$ cat config.mk
export PLATFORM = sky130hd
export DESIGN_NAME = mem_arbiter
export DESIGN_NICKNAME = d
export VERILOG_FILES = /design/src/rtl/mem_arbiter.sv
export SDC_FILE = /design/constraint.sdc
export NUM_CORES = 1
export LEC_CHECK = 0
export CAP_MARGIN = 30
export CORE_AREA = 2 2 292 294
export CTS_CLUSTER_SIZE = 10
export DETAILED_ROUTE_END_ITERATION = 10
export DIE_AREA = 0 0 294 296
export GPL_TIMING_DRIVEN = 0
export SYNTH_ARGS = -nofsm -noshare
export SYNTH_HDL_FRONTEND = slang
export SYNTH_SLANG_ARGS = --single-unit
$ cat constraint.sdc
create_clock -name clk -period 2.45 [get_ports clk]
set_input_delay 0.49 -clock clk [delete_from_list [all_inputs] [get_ports clk]]
set_output_delay 0.49 -clock clk [all_outputs]
set_load 0.01 [all_outputs]
$ cat src/rtl/mem_arbiter.sv
// rtl/mem_arbiter.sv - round-robin arbiter sharing one block memory port among NUM_REQ caches
// Optional transaction watchdog enabled by defining ARB_TIMEOUT_EN.
module mem_arbiter #(
  parameter int NUM_REQ = 2,
  parameter int ADDR_W  = 32,
  parameter int BLK_W   = 128,
  parameter int TIMEOUT = 255,
  localparam int GW     = $clog2(NUM_REQ)
) (
  input  logic                      clk,
  input  logic                      rst,
  input  logic [NUM_REQ-1:0]        req_cs,
  input  logic [NUM_REQ-1:0]        req_rw,
  input  logic [NUM_REQ*ADDR_W-1:0] req_addr,
  input  logic [NUM_REQ*BLK_W-1:0]  req_data,
  output logic [NUM_REQ-1:0]        req_ack,
  output logic [BLK_W-1:0]          req_rdata,
  output logic                      mem_cs,
  output logic                      mem_rw,
  output logic [ADDR_W-1:0]         mem_addr,
  output logic [BLK_W-1:0]          mem_data,
  input  logic                      mem_ack,
  input  logic [BLK_W-1:0]          mem_rdata,
  output logic [GW-1:0]             grant_id,
  output logic                      busy,
  output logic                      timeout_err
);

  typedef enum logic {ST_IDLE = 1'b0, ST_BUSY = 1'b1} state_t;

  state_t        r_state;
  logic [GW-1:0] r_grant;
  logic [GW-1:0] r_last;
  logic [GW-1:0] w_winner;
  logic          w_found;
  logic          w_busy;

  assign w_busy    = (r_state == ST_BUSY);
  assign busy      = w_busy;
  assign grant_id  = r_grant;
  assign req_rdata = mem_rdata;

  // Round-robin scan starting just after the previous owner.
  always_comb begin
    w_found  = 1'b0;
    w_winner = '0;
    for (int i = 1; i <= NUM_REQ; i++) begin
      if (!w_found && req_cs[(int'(r_last) + i) % NUM_REQ]) begin
        w_found  = 1'b1;
        w_winner = GW'((int'(r_last) + i) % NUM_REQ);
      end
    end
  end

  always_comb begin
    mem_cs   = 1'b0;
    mem_rw   = 1'b0;
    mem_addr = '0;
    mem_data = '0;
    req_ack  = '0;
    if (w_busy) begin
      mem_cs           = req_cs[r_grant];
      mem_rw           = req_rw[r_grant];
      mem_addr         = req_addr[r_grant*ADDR_W +: ADDR_W];
      mem_data         = req_data[r_grant*BLK_W +: BLK_W];
      req_ack[r_grant] = mem_ack;
    end
  end

`ifdef ARB_TIMEOUT_EN
  localparam int CW = $clog2(TIMEOUT + 1);

  logic [CW-1:0] r_cnt;
  logic          r_timeout_err;
  logic          w_expire;

  assign timeout_err = r_timeout_err;
  assign w_expire    = (r_cnt == CW'(TIMEOUT - 1));
`else
  assign timeout_err = 1'b0;
`endif

  always_ff @(posedge clk or posedge rst) begin
    if (rst) begin
      r_state <= ST_IDLE;
      r_grant <= '0;
      r_last  <= GW'(NUM_REQ - 1);
`ifdef ARB_TIMEOUT_EN
      r_cnt         <= '0;
      r_timeout_err <= 1'b0;
`endif
    end else begin
`ifdef ARB_TIMEOUT_EN
      r_timeout_err <= 1'b0;
`endif
      case (r_state)
        ST_IDLE: begin
          if (w_found) begin
            r_grant <= w_winner;
            r_state <= ST_BUSY;
`ifdef ARB_TIMEOUT_EN
            r_cnt <= '0;
`endif
          end
        end
        ST_BUSY: begin
          // Completion beats both the watchdog and an abort in the same cycle.
          if (mem_ack) begin
            r_last  <= r_grant;
            r_state <= ST_IDLE;
          end else begin
`ifdef ARB_TIMEOUT_EN
            r_cnt <= r_cnt + 1'b1;
            if (w_expire) begin
              r_timeout_err <= 1'b1;
              r_last        <= r_grant;
              r_state       <= ST_IDLE;
            end else if (!req_cs[r_grant]) begin
              r_state <= ST_IDLE;
            end
`else
            if (!req_cs[r_grant]) begin
              r_state <= ST_IDLE;
            end
`endif
          end
        end
        default: r_state <= ST_IDLE;
      endcase
    end
  end

endmodule

==> metrics.md, run 1 <==
| Metric | Value |
|---|---|
| Post-Synth Adder-Cell Area | `0%` |
| Tmin final | `2.40 ns` |
| Post-synthesis compound-gate area fraction | `0.633%` |
| Pre-CTS WS | `-0.683 ns` |
| Final Net Count | `1597` |
| Final setup fails | `0` |
| Routability cong. | `0.831` |
| Final Power | `6.76 mW` |
| Die width | `294 um` |
| Vias in the first global route | `5930` |
| Vias per inst | `2.70` |
| I/O pin cnt | `750` |
| Number of port buffers | `620` |
| Final ANT Viol Nets | `0` |
| Post-synthesis mux area share | `43.2%` |
| Seq/Total Area, Yosys | `2.03%` |
| Worst-margin pin slew | `0.575 ns` |
| Gr ovfl total | `0` |
| H-tree depth | `1` |
| Max Cap Viol | `0` |
| Peak supply drop | `0.394 mV` |
| Setup total negative slack | `0 ns` |
| Fin cells | `2232` |
| Worst EP arrival | `1.91 ns` |
| Skew-Pair Late Insertion Delay | `0.23 ns` |
| Drt pass-1 iters | `4` |
| Die Y | `296 um` |
| Setup crit start kind | `flop` |
| Root buffer cell | `clkbuf_16` |
| Pins over their slew limit | `0` |
| XOR/XNOR Fraction of Synth Area | `0%` |
| Die area | `87000 um^2` |
| Mapped cell area | `3760 um^2` |
| WL/cell | `18.8 um` |
| PD cells | `576 nW/um^2` |
| Worst min-delay path class | `in -> async` |
| WHS | `0.428 ns` |
| CTS tree | `done` |
| Synth-to-layout area growth | `212%` |
| Final hold violation count | `0` |
| Largest family of logic cells by synthesized area | `multiplexers` |
| Critical Path End Type | `output port` |
| CP Class | `reg -> out` |
| Crit path max fanout | `10` |
| Largest net degree at the start of global routing | `11` |
| Share of cells above drive strength 1 | `17.1%` |
| Fin Clk Skew | `0.000565 ns` |
| Area leader, netlist | `mux2i_1` |
| Routed wire length | `42000 um` |
| 1st-iter DRT viols | `141` |
| Clock sink total | `3` |
| P_leak | `5.75 nW` |
| Status | `completed` |
| Top post-synthesis cells by area | `mux2i_1, buf_4, nor2_1, buf_12, dfrtp_1` |
| Crit path required time | `1.96 ns` |
| Via count | `6018` |
| Clk pin slew, worst setup/hold paths | `0.03 ns` |
| Slew HR | `61.6%` |
| Hold-fix buffers at CTS | `0` |
| Placed insts | `2214` |
| Number of remaining DRC errors | `0` |
| Synth Area per Inst | `7.45 um^2` |
| Mapped Nets | `959` |
| Final period util | `97.8%` |
| First-pass GRT wire length | `50400 um` |
| Initial antenna violation count | `28` |
| Post-synthesis simple-gate area fraction | `16.9%` |
| TritonCTS Buffers | `3` |
| DP HPWL | `38200 um` |
| Achievable Freq | `0.417 GHz` |
| Yosys cell types | `18` |
| Clk buf depth | `2` |
| RSZ-0062 raised after global routing | `true` |
| Starting Density | `4.46%` |
| Core footprint | `84200 um^2` |
| Share of the synthesized area in the top cell type | `43.2%` |
| Row cnt | `107` |
| GR Util All Layers | `8.61%` |
| YS warnings | `0` |
| Worst Slack Setup Final | `0.0529 ns` |
| Post-synthesis cell count | `504` |
| Yosys reg bits | `3` |
[per-layer routing]
metal / track usage, % / vias up / part of all wire [%]
li1: - / 2798 / -
met1: 8.43 / 2698 / 34
met2: 16.3 / 427 / 51
met3: 4.92 / 51 / 14
met4: 0.411 / 44 / 0.24
met5: 0 / - / 0.66
[cells in the final DEF (no fill, tap or decap)]
cell and instances:
clkdlybuf4s50_1 490, nor2_1 160, mux2i_1 151, buf_4 145, dlygate4sd2_1 69, dlymetal6s2s_1 61
buf_12 16, mux2i_2 10, clkbuf_1 5, clkbuf_2 5, nor2_2 4, clkbuf_16 4
nand2_1 2, buf_16 2, buf_2 2, diode_2 1, and3_1 1, a21o_1 1
inv_12 1, clkbuf_4 1, buf_8 1, mux2i_4 1, o22ai_1 1, inv_1 1
nand2b_1 1, a32o_1 1, conb_1 1, dfrtp_2 1, dfrtp_1 1, dfstp_2 1
buf_6 1
[flip-flops by register name, summed over array words and instances (netlist names)]
register / count
busy: 1
grant_id: 1
r_last: 1
[cells in the mapped netlist, drive strengths merged]
cell type and number:
and3 1, dfrtp 2, nand2b 1, inv 2, mux2i 162, nand2 2, clkbuf 9, conb 1
dfstp 1, nor2 164, buf 156, a32o 1, o22ai 1, a21o 1
[where the power goes]
part | switching, mW | internal (mW)
sequential | 0.0261 | 0.0779
combinational | 2.91 | 3.48
clock | 0.0481 | 0.215
total | 2.99 | 3.77
[kinds of logic (layout without fill, tap and decap cells)]
group / after synthesis / in the layout
and+or+nand+nor: 168 / 168
buffers and inverters: 167 / 804
muxes: 162 / 162
AOI/OAI and AO/OA: 3 / 3
DFF: 3 / 3
other: 1 / 2
[final timing paths]
path                                            from                    to  cells after the start  slack (ns)
worst max-delay path            grant_id$_DFFE_PP0P_          mem_data[89]                      6        0.05
worst min-delay path                             rst  grant_id$_DFFE_PP0P_                      2        0.43
worst max register to register  grant_id$_DFFE_PP0P_        busy$_DFF_PP0_                      5        1.10
worst min register to register    r_last$_DFFE_PP1P_    r_last$_DFFE_PP1P_                      1        0.52
max in group asynchronous                        rst    r_last$_DFFE_PP1P_                      2        1.82
min in group clk                  r_last$_DFFE_PP1P_    r_last$_DFFE_PP1P_                      1        0.52
[critical path: stages (launching register included)]
cell	delay, ns
dfrtp_1	0.41
buf_12	0.17
buf_16	0.16
buf_12	0.17
mux2i_1	0.11
nor2_1	0.09
clkdlybuf4s50_1	0.54
[stage by stage]
stage / utilization (%) / cell area (um^2)
2_1_floorplan: - / 3760
3_5_place_dp: 13.4 / 11300
5_1_grt: 13.9 / 11700
4_1_cts: 13.6 / 11400
3_3_place_gp: 13.4 / 11300
6_report: 13.9 / 11700
[cell type report]
class	count	area, um^2
Clock buffer	4	78.8
Buffer	165	1450
Sequential cell	3	77.6
Inverter	2	20.0
Multi-Input combinational cell	334	2340
Antenna cell	1	2.50
Tap cell	1090	1360
Timing Repair Buffer	633	6390
Fill cell	9608	72500
[repair_timing]
| item | 4_1_cts | 5_1_grt |
|---|---|---|
| resized for setup | 100 | 72 |
| cloned | 0 | 1 |
| endpoints found under the setup margin | 162 | 77 |
| buffers inserted | 3 | 9 |
Note: power is estimated with default switching activity, not from simulation.
==> run 2: changes to the inputs <==
--- a/config.mk
+++ b/config.mk
@@ -6,10 +6,10 @@
 export NUM_CORES = 1
 export LEC_CHECK = 0
 export CAP_MARGIN = 30
-export CORE_AREA = 2 2 292 294
+export CORE_AREA = 3 3 293 295
 export CTS_CLUSTER_SIZE = 10
 export DETAILED_ROUTE_END_ITERATION = 10
-export DIE_AREA = 0 0 294 296
+export DIE_AREA = 0 0 296 298
 export GPL_TIMING_DRIVEN = 0
 export SYNTH_ARGS = -nofsm -noshare
 export SYNTH_HDL_FRONTEND = slang
==> run 2 against run 1 <==
Effect of this change:
- clock skew about the same
- first-iteration DRC count down 8.5%
- total power up 0.61%
- non-clock buffer count down 5
- sequential power up 8%
==> metrics.md, run 2 (same netlist as run 1, synthesis figures left out) <==
| Metric | Value |
|---|---|
| R2R cell count | `4` |
| Placed Instance Area | `11300 um^2` |
| RSZ-0062 raised after global routing | `true` |
| Status | `completed` |
| First-pass GRT wire length | `54600 um` |
| Final period util | `99.0%` |
| Worst r2r src | `grant_id$_DFFE_PP0P_` |
| Slew HR | `63.4%` |
| R2r setup slk | `1.13 ns` |
| Final Instance Area | `11700 um^2` |
| Peak supply drop | `0.312 mV` |
| Clk pin slew, worst setup/hold paths | `0.03 ns` |
| Initial antenna violation count | `32` |
| Die width | `296 um` |
| Final Net Count | `1592` |
| Reg2reg end | `busy$_DFF_PP0_` |
| Skew-Pair Late Insertion Delay | `0.23 ns` |
| 1st-iter DRT viols | `129` |
| Fin Clk Skew | `0.000785 ns` |
| Crit path required time | `1.96 ns` |
| Clk buf depth | `2` |
| Max Cap Viol | `0` |
| Gr ovfl total | `0` |
| Core footprint | `83400 um^2` |
| Fin cells | `2226` |
| GR Util All Layers | `9.29%` |
| CTS tree | `done` |
| Drt pass-1 iters | `4` |
| CP Class | `reg -> out` |
| Worst EP arrival | `1.94 ns` |
| Tmin final | `2.43 ns` |
| Setup crit start kind | `flop` |
| Vias per inst | `2.67` |
| Root buffer cell | `clkbuf_16` |
| Starting Density | `4.50%` |
| Clock sink total | `3` |
| Achievable Freq | `0.412 GHz` |
| Pins over their slew limit | `0` |
| TritonCTS Buffers | `3` |
| WHS | `0.445 ns` |
| Crit path capture | `mem_data[86]` |
| Die area | `88200 um^2` |
| Share of cells above drive strength 1 | `16.5%` |
| P_leak | `5.66 nW` |
| Die Y | `298 um` |
| Commonest non-fill, non-tap cell in the layout | `clkdlybuf4s50_1` |
| Number of port buffers | `620` |
| H-tree depth | `1` |
| WL/cell | `20.2 um` |
| Worst min-delay path class | `in -> async` |
| Final setup fails | `0` |
| PD cells | `581 nW/um^2` |
| Routability cong. | `0.732` |
| Row cnt | `106` |
| Synth-to-layout area growth | `212%` |
| Final ANT Viol Nets | `0` |
| Final hold violation count | `0` |
| Routed wire length | `45000 um` |
| Placed insts | `2205` |
| Final core occ | `14.0%` |
| Worst-margin pin slew | `0.551 ns` |
| I/O pin cnt | `750` |
| Vias in the first global route | `6261` |
| Final Power | `6.80 mW` |
| Most frequent cells in the layout | `clkdlybuf4s50_1, nor2_1, mux2i_1, buf_4, dlygate4sd2_1` |
| Via count | `5940` |
| DP HPWL | `41400 um` |
| Largest net degree at the start of global routing | `11` |
| CP Launch Point | `grant_id$_DFFE_PP0P_` |
| Crit path max fanout | `10` |
| Number of remaining DRC errors | `0` |
| Critical Path End Type | `output port` |
-- run 2: what timing repair did --
action	4_1_cts	5_1_grt
hold buffers	0	0
setup endpoints to repair	164	65
cloned	1	0
resized for setup	116	62
setup buffers	6	0
endpoints found under the hold margin	0	0
-- run 2: power breakdown --
group	leakage (nW)	internal [mW]	switching (mW)
clock network	0.0382	0.215	0.0509
logic	5.59	3.44	2.98
registers	0.0317	0.0796	0.0325
total	5.66	3.74	3.06
-- run 2: how the worst min path moves through the flow --
| stage | from | end | slack [ns] | depth (start not counted) |
|---|---|---|---|---|
| after CTS | rst | busy$_DFF_PP0_ | 0.45 | 2 |
| after detailed placement | r_last$_DFFE_PP1P_ | r_last$_DFFE_PP1P_ | 0.51 | 1 |
| after global routing | rst | busy$_DFF_PP0_ | 0.47 | 2 |
| after global placement | r_last$_DFFE_PP1P_ | r_last$_DFFE_PP1P_ | 0.51 | 1 |
| final | rst | busy$_DFF_PP0_ | 0.45 | 2 |
| after floorplan | rst | busy$_DFF_PP0_ | 0.24 | 1 |
-- run 2: per-stage QoR --
step | TNS (ns) | worst slack, ns
after floorplan | 0 | 0.830
after global placement | -64.57 | -0.793
after detailed placement | -52.57 | -0.650
after CTS | -0.149 | -0.0521
after global routing | -0.0944 | -0.0234
final | 0 | 0.0246
-- run 2: worst max-delay path, cell delays in order (launching register included) --
cell	delay (ns)
dfrtp_2	0.43
buf_12	0.16
buf_12	0.16
buf_12	0.17
mux2i_1	0.12
nor2_1	0.10
clkdlybuf4s50_1	0.55
-- run 2: layer usage --
metal  up-vias  track usage [%]  wire (um)  share of wire, %
li1       2804                -          -                 -
met1      2637             8.98      15500                34
met2       419             17.0      22000                49
met3        46             5.98       6660                15
met4        34             1.09        573               1.3
met5         -                0        216              0.48
-- run 2: cell type report --
class | instances | area [um^2]
tap | 1080 | 1350
clock buffer | 4 | 78.8
sequential | 3 | 78.8
inverter | 2 | 23.8
antenna | 10 | 25.0
fill | 9561 | 71700
buffer | 165 | 1450
timing repair buffer | 628 | 6340
multi-input combinational | 334 | 2360
==> RTL change, RTL diff (config.mk and constraints of run 1) <==
The parameter `ADDR_W` goes from 32 to 48.
--- a/src/rtl/mem_arbiter.sv
+++ b/src/rtl/mem_arbiter.sv
@@ -2,7 +2,7 @@
 // Optional transaction watchdog enabled by defining ARB_TIMEOUT_EN.
 module mem_arbiter #(
   parameter int NUM_REQ = 2,
-  parameter int ADDR_W  = 32,
+  parameter int ADDR_W  = 48,
   parameter int BLK_W   = 128,
   parameter int TIMEOUT = 255,
   localparam int GW     = $clog2(NUM_REQ)
Interface: changed (resized mem_addr and req_addr); port bits go from 750 to 798. No check against the original RTL was run, so the function may have changed too.
==> RTL change against run 1 <==
Routed wire length grew 47%. Via count grew 10%. Global-route usage up 4.6 points. Count of clock-buffer cells in the layout did not move. Setup slack got worse by 28 ps. Synthesized area grew 1.8%. Power is 25% higher. Combinational power rose by 26%. Sequential power is 4% lower. Final area rose by 9.1%. Sequential cell count did not move.
==> RTL change: results (changes against run 1) <==
----------------------------------------------------
[Pwr]
  VDD IR-drop max ... 0.320 mV (-19%)
  Static Leakage ... 5.37 nW (-6.7%)

[Layout]
  Fin nets ... 1,710 (+7.1%)
  Fillers ... 9,572 (-0.37%)
  Share of post-route cells with drive strength above 1 ... 21.6% (+4.5 points)

[Drt]
  Max layer used ... met5
  Post-route met1 wirelength ... 23,400 um (+62%)
  DR vias/cell ... 2.86 (+6.2%)
  Number of DRC markers after the initial detailed-route iteration ... 173 (+23%)
  DRT Wirelength ... 61,800 um (+47%)
  Wire length on met2 ... 29,000 um (+35%)
  Length of routed met3 wiring ... 8280 um (+45%)
  Number of optimization iterations in the first detailed-route pass ... 4 (unchanged)

[Placed design]
  Placement Cell Area ... 0.0119 mm2 (+4.8%)
  Quantity of I/O buffers inserted on ports ... 668 (+7.7%)
  HPWL after detailed placement ... 57,400 um (+50%)
  Worst-case setup slack after placement ... -774 ps (-91.7 ps)
  Gpl congestion ... 0.863 (+3.7%)

[Yosys]
  Yosys warnings ... 0 (unchanged)
  Share of synthesized area spent on multiplexers ... 46.6% (+3.4 points)
  Sequential element share of the synthesized area ... 2.00% (-0.035 points)
  Synth top cells by count ... sky130_fd_sc_hd__nor2_1 (180), sky130_fd_sc_hd__mux2i_1 (178), sky130_fd_sc_hd__buf_4 (139)
  Total nets after synthesis ... 1,026 (+7.0%)
  Leading post-synthesis cells by cell area ... sky130_fd_sc_hd__mux2i_1 (47%), sky130_fd_sc_hd__buf_4 (27%), sky130_fd_sc_hd__nor2_1 (18%), sky130_fd_sc_hd__buf_6 (2.9%), sky130_fd_sc_hd__dfrtp_1 (1.3%)
  Compound-gate portion of the synthesized area ... 0.622% (-0.011 points)

[Critical path]
  Flop2flop setup slack ... 1140 ps (+40 ps)
  Cell depth of the worst flop-to-flop path ... 4 (-1)
  Maximum fanout encountered on the critical timing path ... 11 (+1)
  Delay of the slowest cell on the worst path ... 480 ps (-60 ps)
  Worst flop-to-flop path endpoint ... busy$_DFF_PP0_
  Arrival time at the worst endpoint ... 1940 ps (+30 ps)

[GRT]
  Initial antenna violation count ... 51 (+82%)
  Number of global-route vias before repair ... 6,609 (+11%)
  Global-route wire length before repair ... 73,500 um (+46%)
  Largest net degree at the start of global routing ... 12 (+1)
  Combined global-route utilization of all metal layers ... 13.2% (+4.6 points)

[Timing]
  Final Skew ... 0.851 ps (+0.286 ps)
  Final hold slack ... 458 ps (+29.8 ps)

[Status]
  Result of the run ... complete, no violations

----------------------------------------------------
## RTL change: changes by cell type after synthesis, sizes merged
| cell | change |
|---|---|
| buf | -1 |
| nor2 | +16 |
| clkbuf | +4 |
| mux2i | +16 |
## RTL change: worst max-delay path by stage
stage	to	slack, ps	cells after the start
final	mem_addr[12]	20	5
after detailed placement	mem_data[49]	-770	5
after global routing	mem_addr[12]	-50	5
after CTS	mem_data[86]	-90	7
after global placement	mem_data[49]	-760	5
after floorplan	mem_data[117]	830	4
## RTL change: layout make-up
class / count / area, um2 / area share [%]
repair buffers: 679 / 6710 / 52.5
diodes: 6 / 15.0 / 0.117
plain buffers: 168 / 1440 / 11.2
inverters: 2 / 10.0 / 0.0782
clock buffers: 4 / 78.8 / 0.616
flip-flops and latches: 3 / 77.6 / 0.606
well taps: 1090 / 1360 / 10.7
multi-input cells: 366 / 3100 / 24.3
## RTL change: per-layer routing
layer | vias to the layer above | track usage, %
met5 | - | 0
met1 | 2986 | 14.7
met4 | 50 | 0.709
li1 | 3027 | -
met3 | 100 | 7.49
met2 | 475 | 22.8
## RTL change: power by group
part	switching, mW	total [mW]	internal (mW)	leakage (nW)
registers	0.0218	0.0998	0.0780	0.0327
logic	3.92	8.07	4.15	5.29
clock network	0.0436	0.258	0.215	0.0382
total	3.98	8.43	4.44	5.37
## RTL change: kinds of logic (layout without fill, tap and decap cells)
kind of cell / after synthesis / in the layout
AOI/OAI and AO/OA: 3 / 3
buffers and inverters: 170 / 853
DFF: 3 / 3
muxes: 178 / 178
other: 1 / 7
and+or+nand+nor: 184 / 184
## RTL change: through the flow
stage / instances / power, mW / setup TNS, ps
after floorplan: 539 / 3.19 / 0
after global placement: 2297 / 7.30 / -40210
after detailed placement: 2297 / 7.28 / -40710
after CTS: 2312 / 8.52 / -523
after global routing: 2314 / 8.92 / -296
final: 2318 / 8.43 / 0
## RTL change: repair_timing
action                                  CTS  global route
hold buffers                              0             0
pin swaps                                 0             0
gates cloned                              2             0
resized for setup                       275            60
setup buffers                             9             0
endpoints found under the setup margin  150            60
## RTL change: worst reg2reg max path, cell delays in order, from the launching register on
cell and delay (ps):
sky130_fd_sc_hd__dfrtp_1 380, sky130_fd_sc_hd__buf_12 180, sky130_fd_sc_hd__buf_6 230, sky130_fd_sc_hd__mux2i_2 280
sky130_fd_sc_hd__o22ai_1 110
